==> src/rtl/fifo_1r1w_flex.sv <==
// Ready/valid FIFO of any depth >= 2. Head entry lives in an output register and
// the rest in a circular array of depth_p-1 entries, so data_o never comes from storage.
module fifo_1r1w_flex #(
    parameter int width_p     = 8,
    parameter int depth_p     = 16,
    parameter int af_thresh_p = depth_p - 2,
    parameter int ae_thresh_p = 1
) (
    input  logic                       clk_i,
    input  logic                       reset_i,
    input  logic [width_p-1:0]         data_i,
    input  logic                       valid_i,
    output logic                       ready_o,
    output logic                       valid_o,
    output logic [width_p-1:0]         data_o,
    input  logic                       ready_i,
    input  logic                       flush_i,
    output logic [$clog2(depth_p+1)-1:0] count_o,
    output logic                       almost_full_o,
    output logic                       almost_empty_o
);

    localparam int cnt_w = $clog2(depth_p + 1);
    localparam int arr_d = depth_p - 1;
    localparam int ptr_w = (arr_d > 1) ? $clog2(arr_d) : 1;

    localparam logic [cnt_w-1:0] depth_c    = cnt_w'(depth_p);
    localparam logic [cnt_w-1:0] one_c      = cnt_w'(1);
    localparam logic [cnt_w-1:0] af_c       = cnt_w'(af_thresh_p);
    localparam logic [cnt_w-1:0] ae_c       = cnt_w'(ae_thresh_p);
    localparam logic [ptr_w-1:0] ptr_last_c = ptr_w'(arr_d - 1);

    logic [width_p-1:0] mem_q [arr_d];
    logic [width_p-1:0] head_q, head_d;
    logic [cnt_w-1:0]   count_q, count_d;
    logic [ptr_w-1:0]   wptr_q, wptr_d;
    logic [ptr_w-1:0]   rptr_q, rptr_d;
    logic               wr_en, rd_en, arr_empty, mem_we;

    // Pointers wrap by compare so non-power-of-two array sizes work.
    function automatic logic [ptr_w-1:0] ptr_next(input logic [ptr_w-1:0] p);
        return (p == ptr_last_c) ? '0 : p + ptr_w'(1);
    endfunction

    assign ready_o        = (count_q < depth_c);
    assign valid_o        = (count_q != '0);
    assign data_o         = head_q;
    assign count_o        = count_q;
    assign almost_full_o  = (count_q >= af_c);
    assign almost_empty_o = (count_q <= ae_c);

    always_comb begin
        head_d    = head_q;
        count_d   = count_q;
        wptr_d    = wptr_q;
        rptr_d    = rptr_q;
        mem_we    = 1'b0;
        wr_en     = valid_i & ready_o;
        rd_en     = valid_o & ready_i;
        // The array holds everything except the head entry.
        arr_empty = (count_q <= one_c);

        if (flush_i) begin
            count_d = '0;
            wptr_d  = '0;
            rptr_d  = '0;
        end else begin
            case ({wr_en, rd_en})
                2'b10:   count_d = count_q + one_c;
                2'b01:   count_d = count_q - one_c;
                default: count_d = count_q;
            endcase

            if (rd_en && !arr_empty) begin
                head_d = mem_q[rptr_q];
                rptr_d = ptr_next(rptr_q);
            end

            if (wr_en) begin
                if (!valid_o || (rd_en && arr_empty)) begin
                    head_d = data_i;
                end else begin
                    mem_we = 1'b1;
                    wptr_d = ptr_next(wptr_q);
                end
            end
        end
    end

    always_ff @(posedge clk_i) begin
        if (reset_i) begin
            head_q  <= '0;
            count_q <= '0;
            wptr_q  <= '0;
            rptr_q  <= '0;
        end else begin
            head_q  <= head_d;
            count_q <= count_d;
            wptr_q  <= wptr_d;
            rptr_q  <= rptr_d;
        end
    end

    // Array contents need no reset; occupancy is tracked by count_q alone.
    always_ff @(posedge clk_i) begin
        if (mem_we) begin
            mem_q[wptr_q] <= data_i;
        end
    end

endmodule

==> config.mk <==
export PLATFORM = sky130hd
export DESIGN_NAME = fifo_1r1w_flex
export DESIGN_NICKNAME = d
export VERILOG_FILES = /design/src/rtl/fifo_1r1w_flex.sv
export SDC_FILE = /design/constraint.sdc
export NUM_CORES = 1
export LEC_CHECK = 0
export CAP_MARGIN = 20
export CORE_UTILIZATION = 35
export DETAILED_ROUTE_END_ITERATION = 10
export GPL_ROUTABILITY_DRIVEN = 1
export GPL_TIMING_DRIVEN = 1
export PLACE_DENSITY = 0.56
export SLEW_MARGIN = 20
export SYNTH_ARGS = -nofsm -noshare
export SYNTH_HDL_FRONTEND = slang
export SYNTH_SLANG_ARGS = --single-unit
==> constraint.sdc <==
create_clock -name clk_i -period 4.48 [get_ports clk_i]
set_clock_uncertainty 0.05 [all_clocks]
set_input_delay 0.896 -clock clk_i [delete_from_list [all_inputs] [get_ports clk_i]]
set_output_delay 0.896 -clock clk_i [all_outputs]
set_load 0.01 [all_outputs]
==> flow_metrics.tcl <==
set metrics [dict create \
    synthArstFlopShare 0 \
    cp.required_ns 4.47 \
    synthCells 395 \
    fillers 1495 \
    numPortBuffers 29 \
    synthesis.nets 413 \
    wirelength_um 14100 \
    cts_resized 0 \
    cts_inserted_buffers 17 \
    synth-main-ff-cell "edfxtp_1" \
    relSlewSlack 0.374 \
    synth-seq-area-share 0.675 \
    post_cts_buffers 0 \
    drtPass1Iterations 5 \
    grt_pass1_vias 3621 \
    timing.final.ws_setup_ns 1.38 \
    critPathMaxStageDelay_ns 0.57 \
    synth_edf_count 120 \
    drt_iter0_drc 316 \
    power.leakage_nw 2.27 \
    place_congestion 0.791 \
    syn2layout_area_growth_pct 19.3 \
    end_kind "flip-flop" \
    num_antenna_cells 0 \
    final.setup.tns_ns 0 \
    synth_cell_types 59 \
    cp-start-kind "input pin" \
    rows 47 \
    syn_avg_cell_area_um2 15.4 \
    clockBufferDepth 2 \
    start_util 0.363 \
    netlist_area_um2 6080 \
    rsz0062_at_grt "no" \
    drcViolationCount 0 \
    dieArea_um2 17900 \
    period_minus_slack_ns 3.10 \
    antenna_found_initial 0 \
    cts.hold.buffers_added 0 \
    synth_seq_cells 145 \
    hold_path_class "flip-flop to flip-flop" \
    avgRoutedWirePerCell_um 21.0 \
    period_share 0.693 \
    fmax_mhz 322 \
    critPathMaxFanout 8 \
    drive_gt1_frac 0.177 \
    clkTransAtPathRegs_ns 0.06 \
    critical_path_arrival_ns 3.10 \
    grt_overflow 0 \
    clkSinkCount 145 \
    worst-slew-pin-transition_ns 0.938 \
    insertion_delay_ns 0.42 \
    vias 3598 \
    setup_viol 0 \
    drv_cap 0 \
    cp_top_family "simple AND/OR/NAND/NOR gates" \
    power_mw 3.04 \
    yosysWarnings 0 \
    path_buf_inv 1 \
    io_pins 30 \
    dp_hpwl_um 9360 \
    cts_tree "done" \
    core_area_um2 16800 \
    powerDensity_nw_per_um2 420 \
    preCtsSetupSlack_ns 0.942 \
    ant_nets 0 \
    peakVddDrop_mv 0.235 \
    h-tree-depth 4 \
    cp_slowest_cell "nor2_1" \
    routed_via_density 5.35 \
    crit_chain "clkdlybuf4s50_1, or2_2, o211a_1, nor3_1, nand2_1, nor2_1" \
    final-hold-violation-count 0 \
    clock-root-buffer "clkbuf_16" \
    grt_pass1_wl_um 21600 \
    grt_max_degree 26 \
    die_y_um 134 \
    nNetsFinal 457 \
    slew_violations 0 \
    track_usage 0.170 \
    critPathKind "input pin to flip-flop" \
    status "completed" \
    die_w_um 134 \
]
-- placed cells by master, fill, tap and decap left out, drive strengths merged, types with 3 or more instances in the layout --
master         instances
clkinvlp               3
a211oi                 7
inv                   15
mux2i                 11
a31oi                  5
nor2                  24
clkbuf                21
buf                   16
or3                    3
nand2                 23
and2                   5
ha                     5
nor3                   9
nand3                  6
or2                    4
dfxtp                 25
nor2b                  6
nor4                   6
o221ai                 3
bufinv                 3
clkinv                 5
o22ai                  6
o21ai                 15
edfxtp               120
mux4                  24
clkdlybuf4s50         29
o211ai                 3
a211o                  3
a21oi                 14
-- stage by stage --
| step | utilization | hold slack [ns] | cells | area [um2] |
|---|---|---|---|---|
| 6_report | 0.432 | 0.505 | 672 | 7250 |
| 5_1_grt | 0.432 | 0.536 | 672 | 7250 |
| 4_1_cts | 0.432 | 0.509 | 672 | 7250 |
| 3_5_place_dp | 0.398 | 0.498 | 640 | 6670 |
| 3_3_place_gp | 0.398 | 0.482 | 640 | 6670 |
| 2_1_floorplan | - | 0.458 | 395 | 6080 |
-- tightest hold or removal path, delay by kind of cell (launching register included) --
family | cells | cell delay, ns
and+or+nand+nor | 1 | 0.08
AOI/OAI and AO/OA | 1 | 0.07
DFF | 1 | 0.36
-- report_power, final --
| part | total [mW] | switching (mW) | internal [mW] |
|---|---|---|---|
| sequential | 1.48 | 0.0145 | 1.47 |
| combinational | 0.173 | 0.0986 | 0.0743 |
| clock | 1.38 | 0.515 | 0.869 |
| total | 3.04 | 0.629 | 2.41 |
-- metal layers --
layer | up-vias | share of wire | global-route usage
met4 | 0 | 0.021 | 0.0669
met5 | - | 0 | 0
li1 | 1645 | - | -
met1 | 1811 | 0.46 | 0.230
met2 | 123 | 0.47 | 0.258
met3 | 19 | 0.054 | 0.0472
-- flip-flops by register name, indices dropped and copies added (netlist names), named ones only --
register and flops:
mem_q 120, data_o 8, rptr_q 4, count_o 5, wptr_q 4
-- final timing paths --
kind	slack [ns]	start	endpoint	cells past startpoint
max	1.38	ready_i	mem_q[5][1]	6
min reg2reg	0.50	rptr_q[0]	flip-flop	2
max reg2reg	1.52	count_o[0]	mem_q[5][1]	7
min	0.50	rptr_q[0]	flip-flop	2
-- final cells by class --
cell class	instances	area (um2)	area share
inverters	15	56.3	0.00777
flip-flops and latches	145	4110	0.566
clock inverters	11	139	0.0192
repair buffers	45	410	0.0566
well taps	220	275	0.0380
multi-input cells	215	1820	0.251
clock buffers	21	440	0.0608
-- cell usage after synthesis (all sizes together) (2+ instances only) --
cell	n	area (um2)
a211o	3	26.3
a211oi	7	52.6
a21oi	14	70.1
a221o	2	20.0
a221oi	2	17.5
a22o	2	17.5
a31oi	5	31.3
and2	5	31.3
buf	10	73.8
clkbuf	10	38.8
dfxtp	25	500
edfxtp	120	3600
ha	5	62.6
inv	15	56.3
mux2i	11	110
mux4	24	552
nand2	23	91.3
nand2b	2	12.5
nand3	6	30.0
nand3b	2	15.0
nand4	2	18.8
nor2	24	90.1
nor2b	6	37.5
nor3	9	56.3
nor4	6	37.5
o211ai	3	36.3
o21ai	15	78.8
o221ai	3	26.3
o22ai	6	43.8
o32ai	2	17.5
o41ai	2	17.5
or2	4	25.0
or3	3	18.8
xnor2	2	17.5
xor2	2	17.5
-- kinds of logic after synthesis --
family,Yosys count,share of synthesized area
buffers and inverters,35,0.0278
adder cells (fa/ha/maj),5,0.0103
multiplexers,35,0.109
XOR/XNOR,4,0.00577
flip-flops,145,0.675
AND/OR/NAND/NOR,97,0.0836
AO/OA/AOI/OAI,74,0.0881
(Power assumes the default switching activity.)
